**config.mk**
```make
export PLATFORM = sky130hd
export DESIGN_NAME = apple_spawn_ctrl_flat
export DESIGN_NICKNAME = d
export VERILOG_FILES = /design/src/rtl/snake_pkg.sv /design/src/rtl/apple_spawn_ctrl_if.sv /design/src/rtl/apple_body_scanner.sv /design/src/rtl/apple_spawn_ctrl.sv /design/src/flat_wrapper.sv
export SDC_FILE = /design/constraint.sdc
export NUM_CORES = 1
export LEC_CHECK = 0
export ABC_AREA = 1
export ABC_CLOCK_PERIOD_IN_PS = 1800
export BUFFER_PORTS_ARGS = -buffer_cell sky130_fd_sc_hd__buf_2
export CAP_MARGIN = 15
export CORE_AREA = 2 2 83 85
export CTS_CLUSTER_SIZE = 24
export DETAILED_ROUTE_END_ITERATION = 10
export DIE_AREA = 0 0 85 87
export GPL_ROUTABILITY_DRIVEN = 1
export PLACE_DENSITY = 0.79
export SLEW_MARGIN = 40
export SYNTH_ARGS = -nofsm -noshare
export SYNTH_HDL_FRONTEND = slang
export SYNTH_SLANG_ARGS = --single-unit
```
**constraint.sdc**
```tcl
create_clock -name clk -period 1.8 [get_ports clk]
set_input_delay 0.18 -clock clk [delete_from_list [all_inputs] [get_ports clk]]
set_output_delay 0.18 -clock clk [all_outputs]
set_load 0.1 [all_outputs]
```
**src/rtl/snake_pkg.sv**
```systemverilog
// Shared snake-game constants and types used by the apple spawn logic.
package snake_pkg;

    localparam int unsigned COORD_W         = 5;
    localparam int unsigned H_LOGIC_MAX_DEF = 31;
    localparam int unsigned V_LOGIC_MAX_DEF = 23;
    localparam int unsigned LEN_WIDTH_DEF   = 10;
    localparam int unsigned TRY_W           = 8;

    typedef logic [COORD_W-1:0] coord_t;

    typedef struct packed {
        coord_t x;
        coord_t y;
    } point_t;

    typedef enum logic [2:0] {
        ST_IDLE,
        ST_SAMPLE,
        ST_SCAN,
        ST_DRAIN,
        ST_COMMIT
    } spawn_state_t;

    // Next cell of the raster sweep; an out-of-range row snaps back to row 0.
    function automatic point_t sweep_step(point_t p, coord_t h_max, coord_t v_max);
        point_t n;
        if (p.x >= h_max) begin
            n.x = '0;
            n.y = (p.y >= v_max) ? '0 : p.y + COORD_W'(1);
        end else begin
            n.x = p.x + COORD_W'(1);
            n.y = (p.y > v_max) ? '0 : p.y;
        end
        return n;
    endfunction

endpackage

```
**src/rtl/apple_spawn_ctrl_if.sv**
```systemverilog
// Spawn controller bus: game FSM handshake, random source, body-memory read port, apple position.
interface apple_spawn_ctrl_if #(
    parameter int unsigned LEN_WIDTH = snake_pkg::LEN_WIDTH_DEF
);

    logic                   spawn_req;
    snake_pkg::coord_t      rand_x;
    snake_pkg::coord_t      rand_y;
    logic [LEN_WIDTH-1:0]   length;
    logic                   body_rd;
    logic [LEN_WIDTH-1:0]   body_addr;
    snake_pkg::coord_t      body_x;
    snake_pkg::coord_t      body_y;
    snake_pkg::coord_t      apple_x;
    snake_pkg::coord_t      apple_y;
    logic                   busy;
    logic                   spawn_done;
    logic                   spawn_fail;

    modport master (
        output spawn_req, rand_x, rand_y, length, body_x, body_y,
        input  body_rd, body_addr, apple_x, apple_y, busy, spawn_done, spawn_fail
    );

    modport slave (
        input  spawn_req, rand_x, rand_y, length, body_x, body_y,
        output body_rd, body_addr, apple_x, apple_y, busy, spawn_done, spawn_fail
    );

endinterface

```
**src/rtl/apple_body_scanner.sv**
```systemverilog
// Body scanner: issues segment reads 0..len-1 and flags a candidate match one cycle after each read.
module apple_body_scanner
    import snake_pkg::*;
#(
    parameter int unsigned LEN_WIDTH = LEN_WIDTH_DEF
) (
    input  logic                 clk,
    input  logic                 rst,
    input  logic                 start_c,
    input  logic                 abort_c,
    input  logic [LEN_WIDTH-1:0] len,
    input  point_t               cand,
    input  coord_t               body_x,
    input  coord_t               body_y,
    output logic                 body_rd,
    output logic [LEN_WIDTH-1:0] body_addr,
    output logic                 last_c,
    output logic                 hit_c
);

    logic rd_vld;

    assign last_c = body_rd && (body_addr == len - LEN_WIDTH'(1));
    assign hit_c  = rd_vld && (body_x == cand.x) && (body_y == cand.y);

    // Address counter plus one-cycle read-valid pipeline; an abort squashes the read in flight.
    always_ff @(posedge clk or negedge rst) begin
        if (!rst) begin
            body_rd   <= 1'b0;
            body_addr <= '0;
            rd_vld    <= 1'b0;
        end else begin
            rd_vld <= body_rd && !abort_c;
            if (start_c) begin
                body_rd   <= 1'b1;
                body_addr <= '0;
            end else if (body_rd) begin
                if (abort_c || last_c) begin
                    body_rd <= 1'b0;
                end else begin
                    body_addr <= body_addr + LEN_WIDTH'(1);
                end
            end
        end
    end

endmodule

```
**src/rtl/apple_spawn_ctrl.sv**
```systemverilog
// Apple spawn sequencer: samples random cells, rejects those on the snake body, commits a free one.
// Build option APPLE_SPAWN_FALLBACK_EN: on exhaustion, sweep the grid linearly instead of failing.
module apple_spawn_ctrl
    import snake_pkg::*;
#(
    parameter int unsigned H_LOGIC_MAX = H_LOGIC_MAX_DEF,
    parameter int unsigned V_LOGIC_MAX = V_LOGIC_MAX_DEF,
    parameter int unsigned LEN_WIDTH   = LEN_WIDTH_DEF,
    parameter int unsigned MAX_TRIES   = 16,
    parameter int unsigned RST_X       = 15,
    parameter int unsigned RST_Y       = 15
) (
    input  logic              clk,
    input  logic              rst,
    apple_spawn_ctrl_if.slave bus
);

    localparam coord_t             H_LIM   = COORD_W'(H_LOGIC_MAX);
    localparam coord_t             V_LIM   = COORD_W'(V_LOGIC_MAX);
    localparam coord_t             APPLE_X0 = COORD_W'(RST_X);
    localparam coord_t             APPLE_Y0 = COORD_W'(RST_Y);
    localparam logic [TRY_W-1:0]   TRY_LIM = TRY_W'(MAX_TRIES);

`ifdef APPLE_SPAWN_FALLBACK_EN
    localparam int unsigned        CELLS     = (H_LOGIC_MAX + 1) * (V_LOGIC_MAX + 1);
    localparam int unsigned        SWEEP_W   = $clog2(CELLS + 1);
    localparam logic [SWEEP_W-1:0] SWEEP_LIM = SWEEP_W'(CELLS);

    logic               sweep, sweep_nxt;
    logic [SWEEP_W-1:0] sweep_cnt, sweep_cnt_nxt;
`endif

    spawn_state_t         state, state_nxt;
    logic [LEN_WIDTH-1:0] len_q, len_nxt;
    logic [TRY_W-1:0]     try_cnt, try_nxt;
    point_t               cand, cand_nxt;
    point_t               apple, apple_nxt;
    logic                 busy, busy_nxt;
    logic                 done, done_nxt;
    logic                 fail, fail_nxt;
    logic                 scan_start_c, reject_c, abort_c, hit_c, last_c;

    assign abort_c = (state == ST_SCAN) && hit_c;

    apple_body_scanner #(
        .LEN_WIDTH (LEN_WIDTH)
    ) u_scanner (
        .clk       (clk),
        .rst       (rst),
        .start_c   (scan_start_c),
        .abort_c   (abort_c),
        .len       (len_q),
        .cand      (cand),
        .body_x    (bus.body_x),
        .body_y    (bus.body_y),
        .body_rd   (bus.body_rd),
        .body_addr (bus.body_addr),
        .last_c    (last_c),
        .hit_c     (hit_c)
    );

    // Next-state and next-output logic.
    always_comb begin
        state_nxt    = state;
        len_nxt      = len_q;
        try_nxt      = try_cnt;
        cand_nxt     = cand;
        apple_nxt    = apple;
        done_nxt     = 1'b0;
        fail_nxt     = 1'b0;
        scan_start_c = 1'b0;
        reject_c     = 1'b0;
`ifdef APPLE_SPAWN_FALLBACK_EN
        sweep_nxt     = sweep;
        sweep_cnt_nxt = sweep_cnt;
`endif

        case (state)
            ST_IDLE: begin
                if (bus.spawn_req && !busy) begin
                    len_nxt   = bus.length;
                    try_nxt   = '0;
                    state_nxt = ST_SAMPLE;
`ifdef APPLE_SPAWN_FALLBACK_EN
                    sweep_nxt = 1'b0;
`endif
                end
            end
            ST_SAMPLE: begin
`ifdef APPLE_SPAWN_FALLBACK_EN
                if (sweep) begin
                    cand_nxt      = sweep_step(cand, H_LIM, V_LIM);
                    sweep_cnt_nxt = sweep_cnt + SWEEP_W'(1);
                end else begin
                    cand_nxt = point_t'({bus.rand_x, bus.rand_y});
                    try_nxt  = try_cnt + TRY_W'(1);
                end
`else
                cand_nxt = point_t'({bus.rand_x, bus.rand_y});
                try_nxt  = try_cnt + TRY_W'(1);
`endif
                if ((cand_nxt.x > H_LIM) || (cand_nxt.y > V_LIM)) begin
                    reject_c = 1'b1;
                end else if (len_q == '0) begin
                    state_nxt = ST_COMMIT;
                end else begin
                    scan_start_c = 1'b1;
                    state_nxt    = ST_SCAN;
                end
            end
            ST_SCAN: begin
                if (hit_c) begin
                    reject_c = 1'b1;
                end else if (last_c) begin
                    state_nxt = ST_DRAIN;
                end
            end
            ST_DRAIN: begin
                if (hit_c) begin
                    reject_c = 1'b1;
                end else begin
                    state_nxt = ST_COMMIT;
                end
            end
            ST_COMMIT: begin
                apple_nxt = cand;
                done_nxt  = 1'b1;
                state_nxt = ST_IDLE;
            end
            default: state_nxt = ST_IDLE;
        endcase

        // Rejected candidate: retry, fall back to the sweep, or give up.
        if (reject_c) begin
`ifdef APPLE_SPAWN_FALLBACK_EN
            if (sweep) begin
                if (sweep_cnt_nxt < SWEEP_LIM) begin
                    state_nxt = ST_SAMPLE;
                end else begin
                    fail_nxt  = 1'b1;
                    state_nxt = ST_IDLE;
                end
            end else if (try_nxt < TRY_LIM) begin
                state_nxt = ST_SAMPLE;
            end else begin
                sweep_nxt     = 1'b1;
                sweep_cnt_nxt = '0;
                state_nxt     = ST_SAMPLE;
            end
`else
            if (try_nxt < TRY_LIM) begin
                state_nxt = ST_SAMPLE;
            end else begin
                fail_nxt  = 1'b1;
                state_nxt = ST_IDLE;
            end
`endif
        end

        // Held through the done/fail pulse cycle so a request there is dropped.
        busy_nxt = (state_nxt != ST_IDLE) || (state != ST_IDLE);
    end

    always_ff @(posedge clk or negedge rst) begin
        if (!rst) begin
            state   <= ST_IDLE;
            len_q   <= '0;
            try_cnt <= '0;
            cand    <= '0;
            apple   <= point_t'({APPLE_X0, APPLE_Y0});
            busy    <= 1'b0;
            done    <= 1'b0;
            fail    <= 1'b0;
`ifdef APPLE_SPAWN_FALLBACK_EN
            sweep     <= 1'b0;
            sweep_cnt <= '0;
`endif
        end else begin
            state   <= state_nxt;
            len_q   <= len_nxt;
            try_cnt <= try_nxt;
            cand    <= cand_nxt;
            apple   <= apple_nxt;
            busy    <= busy_nxt;
            done    <= done_nxt;
            fail    <= fail_nxt;
`ifdef APPLE_SPAWN_FALLBACK_EN
            sweep     <= sweep_nxt;
            sweep_cnt <= sweep_cnt_nxt;
`endif
        end
    end

    assign bus.apple_x    = apple.x;
    assign bus.apple_y    = apple.y;
    assign bus.busy       = busy;
    assign bus.spawn_done = done;
    assign bus.spawn_fail = fail;

endmodule

```
**src/flat_wrapper.sv**
```systemverilog
// flat-port wrapper written by rule: the top's interface ports become plain ports
module apple_spawn_ctrl_flat import snake_pkg::*;
#(
    parameter int unsigned H_LOGIC_MAX = H_LOGIC_MAX_DEF,
    parameter int unsigned V_LOGIC_MAX = V_LOGIC_MAX_DEF,
    parameter int unsigned LEN_WIDTH   = LEN_WIDTH_DEF,
    parameter int unsigned MAX_TRIES   = 16,
    parameter int unsigned RST_X       = 15,
    parameter int unsigned RST_Y       = 15
)
  (clk, rst, bus_spawn_req, bus_rand_x, bus_rand_y, bus_length, bus_body_x, bus_body_y, bus_body_rd, bus_body_addr, bus_apple_x, bus_apple_y, bus_busy, bus_spawn_done, bus_spawn_fail);
  apple_spawn_ctrl_if #(.LEN_WIDTH(LEN_WIDTH)) bus_i ();
  input  logic clk;
  input  logic rst;
  input wire logic [$bits(bus_i.spawn_req)-1:0] bus_spawn_req;
  input wire logic [$bits(bus_i.rand_x)-1:0] bus_rand_x;
  input wire logic [$bits(bus_i.rand_y)-1:0] bus_rand_y;
  input wire logic [$bits(bus_i.length)-1:0] bus_length;
  input wire logic [$bits(bus_i.body_x)-1:0] bus_body_x;
  input wire logic [$bits(bus_i.body_y)-1:0] bus_body_y;
  output wire logic [$bits(bus_i.body_rd)-1:0] bus_body_rd;
  output wire logic [$bits(bus_i.body_addr)-1:0] bus_body_addr;
  output wire logic [$bits(bus_i.apple_x)-1:0] bus_apple_x;
  output wire logic [$bits(bus_i.apple_y)-1:0] bus_apple_y;
  output wire logic [$bits(bus_i.busy)-1:0] bus_busy;
  output wire logic [$bits(bus_i.spawn_done)-1:0] bus_spawn_done;
  output wire logic [$bits(bus_i.spawn_fail)-1:0] bus_spawn_fail;
  assign bus_i.spawn_req = bus_spawn_req;
  assign bus_i.rand_x = bus_rand_x;
  assign bus_i.rand_y = bus_rand_y;
  assign bus_i.length = bus_length;
  assign bus_i.body_x = bus_body_x;
  assign bus_i.body_y = bus_body_y;
  assign bus_body_rd = bus_i.body_rd;
  assign bus_body_addr = bus_i.body_addr;
  assign bus_apple_x = bus_i.apple_x;
  assign bus_apple_y = bus_i.apple_y;
  assign bus_busy = bus_i.busy;
  assign bus_spawn_done = bus_i.spawn_done;
  assign bus_spawn_fail = bus_i.spawn_fail;
  apple_spawn_ctrl #(.H_LOGIC_MAX(H_LOGIC_MAX), .V_LOGIC_MAX(V_LOGIC_MAX), .LEN_WIDTH(LEN_WIDTH), .MAX_TRIES(MAX_TRIES), .RST_X(RST_X), .RST_Y(RST_Y)) u_core (.clk(clk), .rst(rst), .bus(bus_i));
endmodule
```
# --- Word level (Yosys, flattened, before mapping) ---
# Cells that the tools add are included.
classes:
  n_addsub: 3
  order_cmp: 3
  eq_ne: 8
  muxes: 26
  reduce_logical: 19
op_table:
  columns: ["operator", "n"]
  rows:
  - ["10-bit 2-to-1 mux", 3]
  - ["3-bit 2-to-1 mux", 7]
  - ["8-bit case mux with 2 select lines", 1]
  - ["1-bit 2-to-1 mux", 12]
  - ["3-bit case mux with 4 select lines", 1]
  - ["10-bit by 1-bit adder with 10-bit output, second input constant", 1]
  - ["10-bit equality test", 1]
  - ["5-bit equality test", 2]
  - ["5-bit > comparator, second input constant", 2]
  - ["10-bit zero test", 1]
  - ["10-bit by 1-bit subtractor with 10-bit output, second input constant", 1]
  - ["8-bit by 1-bit adder with 8-bit output, second input constant", 1]
  - ["8-bit by 5-bit < comparator with 1-bit output, second input constant", 1]
  - ["8-bit 2-to-1 mux", 1]
  - ["3-bit by 2-bit equality test with 1-bit output, second input constant", 2]
  - ["1-bit logical AND", 6]
  - ["3-bit nonzero test", 2]
  - ["2-bit AND reduction", 2]
  - ["3-bit by 1-bit equality test with 1-bit output, second input constant", 1]
  - ["3-bit equality test, second input constant", 1]
  - ["3-bit zero test", 1]
  - ["1-bit logical OR", 3]
  - ["1-bit zero test", 2]
  - ["2-bit by 1-bit inequality test with 1-bit output, second input constant", 1]
  - ["3 further kinds", 3]
totals:
  reg_bits: 56
  out_inout_bits: 24

# --- Longest topological paths before layout ---
# Gate-level depths: netlist of the first run.
logic_depth:
  ltp_word: 9
  depth_mapped: 16
  ltp_nobuf: 16

# --- Hierarchy ---
# Synthesis of the first run repeated with hierarchy kept, for this count alone.
unflattened:
  cells_unflattened: 410
  hier_area_um2: 3234.4
by_module_without_submodules:
  columns: ["module", "n_inst", "cells_per_inst", "area_each_um2"]
  rows:
  - ["apple_spawn_ctrl", 1, 220, 1953.1]
  - ["apple_body_scanner", 1, 190, 1281.2]

# --- Least setup slack after synthesis of the first run ---
# Ideal clock, no wire load.
synth_path:
  kind: "register to register"
  startpoint: "register u_core.u_scanner.body_addr[0]"
  endpoint: "register u_core.u_scanner.body_addr[3]"
  arrival_time_ps: 2246
  setup_slack_ps: -514
  path_stages_with_launch: 14
  path_buffers: 1
  path_cell_list: "dfrtp_1 inv_1 nand2_1 nand3_1 nor2_1 nand3_1 nor2_1 nand2_1 nor2_2 nand2_4 nand2_4 buf_12 nand3_2 nand2_1"
synth_between:
  elab_chain_cells: 5
  elab_cells_between_ends: 9
  classes_between: "add/sub: 1; eq/ne: 2; mux: 3; reduce/logical: 3"
synth_rtl:
  columns: ["item", "line", "text"]
  rows:
  - ["start, declared", "apple_body_scanner.sv:16", "output logic [LEN_WIDTH-1:0] body_addr,"]
  - ["start signal, assigned", "apple_body_scanner.sv:41", "body_addr <= body_addr + LEN_WIDTH'(1);"]
  - ["branches (longest 5 deep; another with 10-bit by 1-bit adder with 10-bit output)", null, null]
# Several ways; the timed one is not identified. The select of a mux whose other input is x is not followed.
# A chain may end at the register's enable or synchronous reset.

# --- Final worst setup path of the first run ---
layout_path:
  startpoint: "register u_core.len_q[1]"
  endpoint: "register u_core.u_scanner.body_addr[6]"
layout_between:
  elab_chain_cells: 6
  elab_cells_between_ends: 12
  classes_between: "add/sub: 1; eq/ne: 2; mux: 4; reduce/logical: 5"
layout_rtl:
  columns: ["item", "line", "text"]
  rows:
  - ["start, declared", "apple_spawn_ctrl.sv:34", "logic [LEN_WIDTH-1:0] len_q, len_nxt;"]
  - ["start signal, assigned", "apple_spawn_ctrl.sv:180", "len_q <= len_nxt;"]
  - ["10-bit by 1-bit subtractor with 10-bit output / 10-bit zero test (equally long branches)", "apple_body_scanner.sv:23, apple_spawn_ctrl.sv:104", null]
  - ["10-bit equality test / 1-bit 2-to-1 mux (equally long branches)", "apple_body_scanner.sv:23, apple_spawn_ctrl.sv:104", null]
  - ["1-bit logical AND / 1-bit 2-to-1 mux (equally long branches)", "apple_body_scanner.sv:23, apple_spawn_ctrl.sv:102", null]
  - ["1-bit logical OR / 1-bit 2-to-1 mux (equally long branches)", "apple_body_scanner.sv:38, apple_spawn_ctrl.sv:78", null]
  - ["2-bit by 1-bit inequality test with 1-bit output (no source line) / 2-bit nonzero test (equally long branches)", null, null]
  - ["2-bit AND reduction (no source line)", null, null]
# Parallel ways exist; a longest one is shown, timed or not.

==> results of run 1 <==
## power groups by stage
| stage | logic (mW) | clock network (mW) | registers (mW) |
|---|---|---|---|
| after floorplan | 1.87 | 0 | 3.51 |
| after global placement | 3.89 | 0 | 2.24 |
| after detailed placement | 3.99 | 0 | 2.26 |
| after CTS | 4.12 | 0.741 | 2.24 |
| after global routing | 4.58 | 0.791 | 2.32 |
| final | 4.18 | 0.719 | 2.25 |
## logic make-up (layout without fill, tap and decap cells)
kind of cell,Yosys count,after routing
simple gates,242,243
buf+inv,63,138
flops,56,56
compound gates,42,42
xor+xnor,13,13
fa+ha+maj,3,3
## flip-flops by register name, indices dropped and copies added, names as in the netlist, 3 cells and up
signal,cells
u_core.bus.apple_x,5
u_core.bus.apple_y,5
u_core.cand,10
u_core.len_q,10
u_core.state,3
u_core.try_cnt,8
u_core.u_scanner.body_addr,10
## path summary, 6_finish.rpt
kind | startpoint | to | cells after the start
setup reg to reg | u_core.len_q[1] | u_core.u_scanner.body_addr[6] | 13
min in group asynchronous | rst | u_core.try_cnt[2] | 3
setup / recovery | u_core.len_q[1] | u_core.u_scanner.body_addr[6] | 13
hold / removal | bus_rand_y[2] | u_core.cand[2] | 3
max in group asynchronous | rst | u_core.bus.apple_y[1] | 3
hold reg to reg | u_core.bus.apple_y[2] | u_core.bus.apple_y[2] | 2
## layout by cell type, fill, tap and decap left out, types with 2 or more instances in the layout
master	n
ha_1	2
buf_4	15
a21oi_1	2
nand3_2	10
buf_12	2
nand4_1	10
nand2_2	7
nor2_1	24
nand3_1	27
inv_2	6
o31ai_1	2
nand2_1	140
nor3_1	7
nor2_2	8
nand2_4	3
dfrtp_1	36
xnor2_1	3
xor2_1	10
dfstp_2	8
buf_2	56
nor2_4	3
o21ai_0	32
clkbuf_8	5
inv_1	47
clkinvlp_4	2
o21ai_2	2
dfrtp_2	7
dfrtp_4	5
## critical path: stages (launching register included)
cell,delay (ns)
dfrtp_1,0.41
inv_2,0.08
ha_4,0.20
nand2_2,0.05
nand3_2,0.05
nor2_1,0.11
nand3_1,0.08
nor2_1,0.09
nand2_1,0.09
nor2_4,0.12
nand2_4,0.10
buf_6,0.15
nand4_1,0.06
nand2_1,0.06
## cell type report
cell class | count | area (um2)
well taps | 80 | 100.1
clock buffers | 5 | 68.82
fillers | 603 | 2728
multi-input cells | 301 | 1548
clock inverters | 3 | 21.27
flip-flops and latches | 56 | 1439
repair buffers | 75 | 454.2
inverters | 55 | 210.2
## repair_timing
action / 4_1_cts / 5_1_grt
pin swaps: 10 / 5
gates cloned: 1 / 0
resized for setup: 11 / 12
endpoints found under the hold margin: 48 / 0
hold buffers: 1 / 0
setup buffers: 1 / 0
endpoints found under the setup margin: 13 / 14
## through the flow
stage	setup slack (ns)	hold slack [ns]	power (mW)
after CTS	-0.0005123	0.04661	7.100
after global routing	-0.1097	0.04625	7.691
after floorplan	0.005463	-0.1156	5.381
final	0.03282	0.04914	7.146
after detailed placement	-0.1057	0.2024	6.245
after global placement	-0.02887	0.1991	6.121
## routing by layer
layer | wire (um) | vias up | share of wire (%)
met3 | 319 | 14 | 4.5
met4 | 125 | 0 | 1.7
met5 | 0 | - | 0
met1 | 3100 | 1326 | 43
met2 | 3599 | 67 | 50
li1 | - | 1471 | -
==> metrics, run 1 <==
CORE AREA=around 0.0066 mm2; Die X=between 80 and 90 um; # Max-Cap Violations=0; average via count per standard cell=between 5 and 6; design area=0.003841 mm2; Syn Nets=455; Leakage=about 2.0 nW; Die Y-Extent=87 um; met2 global-route usage=about 38%; Clk pwr share=10.1%; Synth Area in Compound Gates=7.146%; DP Area=roughly 0.0036 mm2; 1st-iter DRT viols=between 90 and 100; Net Switching=a little under 4 mW; Yosys Warn Count=0; initial core utilization=47.71%; clock sinks=between 50 and 60; vias in the first global route=slightly below 3k; WS Path Type=reg2reg; unrepaired setup endpoints after global routing=true; Cell variety after synth=31; XOR/XNOR Fraction of Synth Area=about 3.6%; root buf cell=clkbuf_8; Pint=between 3 and 4 mW; H-tree Lvls=2; via count=between 2k and 3k; Final Hold Fails=0; antenna violations before repair=0; status=finished clean; power share of the sequential group=between 30% and 40%; Post-Route WL=between 7000 and 8000 um; fin. max-slew vios=0; Fmax=between 0.5 and 0.6 GHz; Crit Path Max Fanout=8; Antenna Cells=0; GRT Overall Usage=20.04%; Worst-Skew Late Latency=approximately 0.32 ns; critical path startpoint category=flip-flop; Placed Cells=between 500 and 600; top-count cell post-synth=nand2_1; final setup fails=0; post-synthesis mux area share=0%; buffers added on ports=between 50 and 60; Worst-path clk slew=~0.11 ns; DIE AREA=approximately 0.0074 mm2; crit path time final=roughly 1.8 ns; crit share post-route=98.18%; CTS tree=built; DR DRC count=0; HP Class=in2reg; Layout Cells excl Fill=~580; largest family of logic cells by synthesized area=simple AND/OR/NAND/NOR gates; Synth Area in Simple Gates=34.85%; share of layout cells above drive strength 1=between 20% and 30%; Mean Syn Cell Area=~7.5 um2; clock tree buffer depth=2; maximum VDD drop=between 0.0015 and 0.002 V; routability cong.=about 0.86; EDFF count, synth=0; Yosys top cell area share=about two fifths; iteration count of the initial detailed-routing pass=4; num ports=57; Worst setup EP type=flip-flop; first-pass GRT wire length=12060 um; std cell rows=30; Post-synth top cells=nand2_1 (146), inv_1 (51), dfrtp_1 (48); nets=530; max-slew headroom at the worst pin=between 60 and 70%; area grow syn2layout=22.55%; met3 usage=under 10%; ys async rst share=100.0%; grt total ovfl=0; adder-cell area share of the yosys netlist=around 1.2%; PwrDens=~1900 mW/mm2; met1 Resource Use GR=between 20% and 30%; Inserted Clock Buffers=5; Comb power frac=58.4%; synth top area cells=dfrtp_1 (38%), nand2_1 (17%), dfstp_2 (6.7%); Yosys reg bits=56; worst-margin pin slew=between 0.4 and 0.5 ns; clk_skew=0.01399 ns; Post-DRT Antenna Nets=0; Core Util, Final=a little under 60%; post-synthesis cell area=roughly 0.0031 mm2; Worst Path Required=roughly 2 ns; Primary FF master, synth=dfrtp_1; Mapped Cells=419; mean routed wirelength per cell=12.43 um; sequential-to-total area share from yosys stat=between 40% and 50%; CP arrival=about 2 ns; setup_tns=0 ns; post-synth top area cell=dfrtp_1; Post-DP HPWL=around 5300 um; Switching Share=a little over half; r2r setup slk=0.03 ns; largest net degree at the start of global routing=between 50 and 60; Top Usage Layer GRT=met2
Power figures use the tool's default switching activity.
==> run 2, diff against run 1 <==
Settings changed: CORE_AREA 2 2 83 85 to 2 2 98 100, CTS_CLUSTER_DIAMETER set to 200, DIE_AREA 0 0 85 87 to 0 0 100 102, PLACE_DENSITY 0.79 to 0.61.
==> run 2 against run 1 <==
Against the previous run:
- sequential power about the same
- largest power group unchanged
- cell area is 4.3% higher
- clock skew shrank 0.0032 ns
- first-iteration DRC count grew 7.2%
- setup slack got worse by 0.013 ns
- global-route usage decreased by 4.4 points
- highest routed layer unchanged
- largest cell class unchanged
==> metrics, run 2 (same netlist as run 1, synthesis figures left out) <==
num ports=57 (unchanged); nets=538 (+1.5%); clock sinks=56 (unchanged); root buf cell=clkbuf_8; Layout Cells excl Fill=614 (+6.8%); worst-margin pin slew=0.4919 ns (-0.001893 ns); power share of the sequential group=30.2% (-1.3 points); DIE AREA=0.01020 mm2 (+38%); CP Launch Point=u_core.len_q[1]; Fillers=914 (+52%); via count=2886 (+0.28%); WS Path Type=reg2reg; Leakage=2.046 nW (+2.9%); average via count per standard cell=4.700 (-6.1%); Crit Path Max Fanout=7 (-1); Switching Share=53.69% (-0.46 points); crit path time final=1.780 ns (+0.01331 ns); HP Class=in2reg; max-slew headroom at the worst pin=67.43% (+0.13 points); Placed Cells=601 (+6.6%); status=finished clean; CTS tree=built; routability cong.=0.8295 (-3.4%); mean routed wirelength per cell=12.36 um (-0.55%); Worst Reg-to-Reg Cells=14 (+1); most used cell, CP=nand3_2; critical path startpoint category=flip-flop; 1st-iter DRT viols=104 (+7.2%); Die Y-Extent=102 um (+17%); Post-DP HPWL=5572 um (+5.1%); clock tree buffer depth=2 (unchanged); H-tree Lvls=2 (unchanged); Inserted Clock Buffers=5 (unchanged); Clk pwr share=10.0% (about the same); Post-DRT Antenna Nets=0 (unchanged); initial core utilization=34.41% (-13 points); # Max-Cap Violations=0 (unchanged); DR DRC count=0 (unchanged); unrepaired setup endpoints after global routing=true; crit share post-route=98.92% (+0.74 points); Worst setup EP type=flip-flop; CP peak stage delay=0.43 ns (+0.02 ns); Worst-Skew Late Latency=0.33 ns (about the same); maximum VDD drop=0.001340 V (-28%); first-pass GRT wire length=12670 um (+5.0%); grt total ovfl=0 (unchanged); Comb power frac=59.7% (+1.3 points); clk_skew=0.01074 ns (-0.003250 ns); Sequential Area=0.001440 mm2 (about the same); Multi-input gate area=0.001585 mm2 (+2.4%); WHS Path Cells=3 (unchanged); RR Startpoint=u_core.len_q[1]; Fmax=0.5616 GHz (-0.75%); area grow syn2layout=27.82%; hold_sp=bus_rand_x[1]; Net Switching=4.032 mW (+4.2%); largest net degree at the start of global routing=57 (unchanged); most common cell after layout, fill and taps aside=nand2_1; final setup fails=0 (unchanged); Post-Route WL=7588 um (+6.2%); Die X=100 um (+18%); std cell rows=35 (+17%); Worst-path clk slew=0.11 ns (about the same); fin. max-slew vios=0 (unchanged); crit-path cells=inv_2 -> ha_4 -> nand2_2 -> nand3_2 -> nor2_2 -> nand3_2 -> nor2_1 -> nand2_1 -> nor2_4 -> nand2_4 -> nand2_8 -> buf_12 -> nand3_2 -> nand2_1; iteration count of the initial detailed-routing pass=4 (unchanged); buffers added on ports=56 (unchanged); CORE AREA=0.009109 mm2 (+39%); Worst Path Required=2.06 ns (+0.04 ns); vias in the first global route=2775 (-3.8%); Tot Pwr=7.510 mW (+5.1%); GRT Overall Usage=15.61% (-4.4 points); CP arrival=2.04 ns (+0.06 ns); Antenna Cells=0 (unchanged); PwrDens=1874 mW/mm2 (+0.76%); Crit-path slowest cell=dfrtp_1; Largest regs=u_core.cand: 10 flops, u_core.len_q: 10 flops, u_core.u_scanner.body_addr: 10 flops; share of layout cells above drive strength 1=32.21% (+2.7 points); most frequent cells in the layout=nand2_1 (140), buf_2 (56), inv_1 (44); Core Util, Final=43.98% (-14 points); antenna violations before repair=0 (unchanged); Final Hold Fails=0 (unchanged); Pint=3.478 mW (+6.1%)
run 2: changes by cell type in the layout (fill, tap and decap cells not counted), moves of 2 or more:
| cell | change |
|---|---|
| nor2_4 | +4 |
| buf_6 | +2 |
| inv_2 | +4 |
| inv_1 | -3 |
| nor2_2 | -3 |
| nand3_1 | -2 |
| buf_4 | +6 |
run 2: final timing paths:
path / end / slack [ns]
max: u_core.u_scanner.body_addr[3] / 0.02
min: u_core.cand[6] / 0.04
max reg2reg: u_core.u_scanner.body_addr[3] / 0.02
min reg2reg: u_core.bus.apple_y[2] / 0.48
max in group asynchronous: u_core.bus.apple_y[3] / 1.12
min in group asynchronous: u_core.try_cnt[3] / 0.39
run 2: timing repair:
item | CTS | global route
gates cloned | 0 | 0
hold endpoints to repair | 48 | 0
setup buffers | 1 | 3
resized for setup | 8 | 31
hold buffers | 1 | 0
endpoints found under the setup margin | 12 | 14
pin swaps | 10 | 19
run 2: critical path, delay by kind of cell, from the launching register on:
kind / cells / cell delay [ns]
flip-flops: 1 / 0.43
buffers and inverters: 2 / 0.22
AND/OR/NAND/NOR: 11 / 0.85
adder cells (fa/ha/maj): 1 / 0.20
run 2: layer usage:
metal | track usage, % | wire length (um)
met5 | 0 | 0
met4 | 5.163 | 48
met3 | 2.531 | 272
met2 | 27.91 | 3811
met1 | 19.33 | 3456
run 2: layout make-up:
class / instances / area share (%)
clock buffer: 5 / 1.718
clock inverter: 3 / 0.6246
inverter: 55 / 5.153
multi-input combinational: 300 / 39.57
sequential: 56 / 35.95
tap: 111 / 3.467
timing repair buffer: 84 / 13.52
run 2: metrics by stage:
step / setup TNS (ns) / instance area (um2) / worst slack [ns] / hold slack, ns
floorplan: 0 / 3162 / 0.005463 / -0.1156
global placement: 0 / 3742 / 0.00001954 / 0.2058
detailed placement: -0.6970 / 3742 / -0.07665 / 0.2086
CTS: -0.2101 / 3882 / -0.03527 / 0.03977
global route: -1.411 / 4006 / -0.1507 / 0.04995
finish: 0 / 4006 / 0.01951 / 0.04492
run 2: power groups by stage:
stage	sequential (mW)	combinational [mW]	clock (mW)
2_1_floorplan	3.51	1.87	0
5_1_grt	2.34	4.93	0.844
4_1_cts	2.23	4.19	0.786
3_3_place_gp	2.24	4.04	0
3_5_place_dp	2.25	4.09	0
6_report	2.27	4.49	0.753
==> run 3, diff against run 2 <==
Settings changed: ABC_AREA 1 to not set, CORE_AREA 2 2 98 100 to 2 2 94 96, DIE_AREA 0 0 100 102 to 0 0 96 98.
==> run 3 against run 2 <==
Against the previous run:
- the flow now finishes with violations (negative setup slack)
- count of clock-buffer cells in the layout unchanged
- die area down 7.8%
- utilization up 5.1 points
- first-iteration DRC count down 46%
- routed wire length down 1.8%
- total power up 4.4%
- critical path depth down 6
==> metrics, run 3 <==
via count=2625 (-9.0%); Die X=96 um (-4.0%); Fillers=794 (-13%); Die Y-Extent=98 um (-3.9%); Antenna Cells=0 (unchanged); HP Class=in2reg; design area=0.004153 mm2 (+3.7%); share of layout cells above drive strength 1=48.91% (+17 points); 1st-iter DRT viols=56 (-46%); top-count cell post-synth=nand2_1; clock tree buffer depth=2 (unchanged); Yosys top cell area share=41.63% (+3.3 points); ys async rst share=100.0% (unchanged); std cell rows=34 (-2.9%); Synth Area in Compound Gates=11.67% (+4.5 points); synth top area cells=dfrtp_1 (42%), mux2_2 (7.8%), dfstp_2 (7.3%); Crit Path Max Fanout=8 (+1); root buf cell=clkbuf_8; buffers added on ports=56 (unchanged); XOR/XNOR Fraction of Synth Area=7.589% (+4.0 points); area grow syn2layout=43.93%; grt total ovfl=0 (unchanged); Worst Reg-to-Reg Cells=8 (-6); CORE AREA=0.008466 mm2 (-7.1%); DP Area=0.003757 mm2 (+0.40%); status=finished, violations left; fin. max-slew vios=0 (unchanged); final setup fails=12 (+12); fin worst setup slack=-0.6807 ns (-0.7002 ns); worst path bufs/invs=1 (-1); Mapped Cells=288 (-31%); H-tree Lvls=2 (unchanged); vias in the first global route=2654 (-4.4%); Post-Route WL=7453 um (-1.8%); initial core utilization=34.08% (-0.33 points); most common cell after layout, fill and taps aside=buf_4; clock sinks=56 (unchanged); iteration count of the initial detailed-routing pass=4 (unchanged); sequential-to-total area share from yosys stat=48.92% (+3.9 points); Worst-path clk slew=0.12 ns (about the same); Mean Syn Cell Area=10.02 um2 (+34%); CP arrival=2.73 ns (+0.69 ns); failing checks=negative setup slack; crit-path cells=or4_4 -> or3_1 -> a211o_1 -> a211oi_4 -> buf_6 -> a31oi_4 -> a31o_1 -> a21oi_2; worst slack, placed=-0.7517 ns (-0.6751 ns); Post-synth top cells=nand2_1 (52), dfrtp_1 (48), nor2_1 (21); crit share post-route=137.8% (+39 points); critical path depth in cells=8 (-6); EDFF count, synth=0 (unchanged); antenna violations before repair=0 (unchanged); Yosys reg bits=56 (unchanged); CP peak stage delay=0.54 ns (+0.11 ns); average via count per standard cell=5.038 (+7.2%); DIE AREA=0.009408 mm2 (-7.8%); Primary FF master, synth=dfrtp_1; largest net degree at the start of global routing=57 (unchanged); Cell variety after synth=46 (+48%); post-synthesis cell area=0.002885 mm2 (-7.9%); Syn Nets=324 (-29%); clk_skew=0.01201 ns (+0.001276 ns); Final Hold Fails=0 (unchanged); first-pass GRT wire length=12060 um (-4.8%); Post-DRT Antenna Nets=0 (unchanged); post-synthesis mux area share=8.846% (+8.8 points); critical path's top delay family=compound AO/OA/AOI/OAI gates; CTS tree=built; Largest regs=u_core.cand: 10 flops, u_core.len_q: 10 flops, u_core.u_scanner.body_addr: 10 flops; routability cong.=0.7985 (-3.7%); worst-margin pin slew=0.5946 ns (+0.1027 ns); Yosys Warn Count=0 (unchanged); num ports=57 (unchanged); DR DRC count=0 (unchanged); Worst-Skew Late Latency=0.32 ns (about the same); GRT Overall Usage=16.18% (+0.57 points); WHS Path Cells=3 (unchanged); Leakage=1.973 nW (-3.5%); Inserted Clock Buffers=5 (unchanged); most frequent cells in the layout=buf_4 (60), buf_2 (56), nand2_1 (50); adder-cell area share of the yosys netlist=1.301% (+0.10 points); max-slew headroom at the worst pin=60.36% (-7.1 points); mean routed wirelength per cell=14.31 um (+16%); unrepaired setup endpoints after global routing=true; Fmax=0.4031 GHz (-28%); post-synth top area cell=dfrtp_1; critical path startpoint category=flip-flop; # Max-Cap Violations=0 (unchanged); largest family of logic cells by synthesized area=simple AND/OR/NAND/NOR gates; WS Path Type=reg2reg; Crit-path slowest cell=or4_4; Synth Area in Simple Gates=19.34% (-16 points); maximum VDD drop=0.0009747 V (-27%); Post-DP HPWL=5176 um (-7.1%); PwrDens=1887 mW/mm2 (+0.69%); nets=448 (-17%); crit path time final=2.481 ns (+0.7002 ns); Worst setup EP type=flip-flop; Worst Path Required=2.05 ns (about the same)
[run 3: changes by cell type in the layout (fill, tap and decap cells not counted), moves of 6 or more]
cell and change:
nand3_2 -9, inv_1 -38, buf_4 +39, o21ai_0 -24, nor2_1 -6, nand2_1 -90, xnor2_1 +16, nand2_2 -6
inv_2 -10, mux2_2 +20, nand3_1 -17
[run 3: through the flow]
step / power, mW / hold WS, ns / instances / utilization, % / TNS [ns]
after floorplan: 5.195 / -0.1156 / 288 / - / -7.055
after global placement: 6.501 / 0.2002 / 505 / 44.38 / -7.936
after detailed placement: 6.587 / 0.2089 / 505 / 44.38 / -8.523
after CTS: 7.716 / 0.03760 / 520 / 47.96 / -6.889
after global routing: 8.328 / 0.03343 / 521 / 49.05 / -8.596
final: 7.838 / 0.04226 / 521 / 49.05 / -7.291
[run 3: cell type report]
type / count / area [um2] / share of cell area, %
Clock buffer: 5 / 68.82 / 1.657
Clock inverter: 3 / 28.78 / 0.6930
Inverter: 6 / 22.52 / 0.5423
Multi-Input combinational cell: 218 / 1633 / 39.32
Sequential cell: 56 / 1421 / 34.23
Tap cell: 108 / 135.1 / 3.254
Timing Repair Buffer: 125 / 843.3 / 20.31
[run 3: path summary, 6_finish.rpt]
kind                                                 end  slack (ns)         startpoint
min in group asynchronous                u_core.len_q[5]        0.37                rst
hold reg to reg                        u_core.try_cnt[7]        0.50  u_core.try_cnt[7]
hold / removal                            u_core.cand[7]        0.04      bus_rand_x[2]
max in group asynchronous          u_core.bus.apple_y[0]        1.12                rst
setup / recovery           u_core.u_scanner.body_addr[9]       -0.68    u_core.len_q[1]
setup reg to reg           u_core.u_scanner.body_addr[9]       -0.68    u_core.len_q[1]
[run 3: repair_timing]
| item | in CTS | in global routing |
|---|---|---|
| buffers inserted | 4 | 1 |
| gates resized for setup | 27 | 23 |
| hold buffers | 1 | 0 |
| hold endpoints to repair | 48 | 0 |
| pin swaps | 16 | 13 |
| gates cloned | 2 | 0 |
| setup endpoints to repair | 15 | 15 |
[run 3: power breakdown]
group | switching, mW | leakage [nW] | internal, mW | total (mW)
clock | 0.470 | 0.0511 | 0.295 | 0.765
combinational | 3.07 | 1.24 | 1.84 | 4.91
sequential | 0.360 | 0.679 | 1.81 | 2.17
total | 3.90 | 1.97 | 3.94 | 7.84
[run 3: layer usage]
layer	part of all wire, %	global-route usage [%]	up-vias
met5	0	0	-
met4	1.5	4.835	0
met3	4.2	2.778	9
met2	53	28.90	66
met1	41	19.52	1281
li1	-	-	1269
[run 3: worst min-delay path: stages]
cell and delay (ns):
buf_2 0.08, nand2_1 0.04, nand2_1 0.05
[run 3: kinds of logic after synthesis]
kind of cell	count (synthesis)
buf+inv	16
compound gates	46
mux	23
fa+ha+maj	3
xor+xnor	25
flops	56
simple gates	119
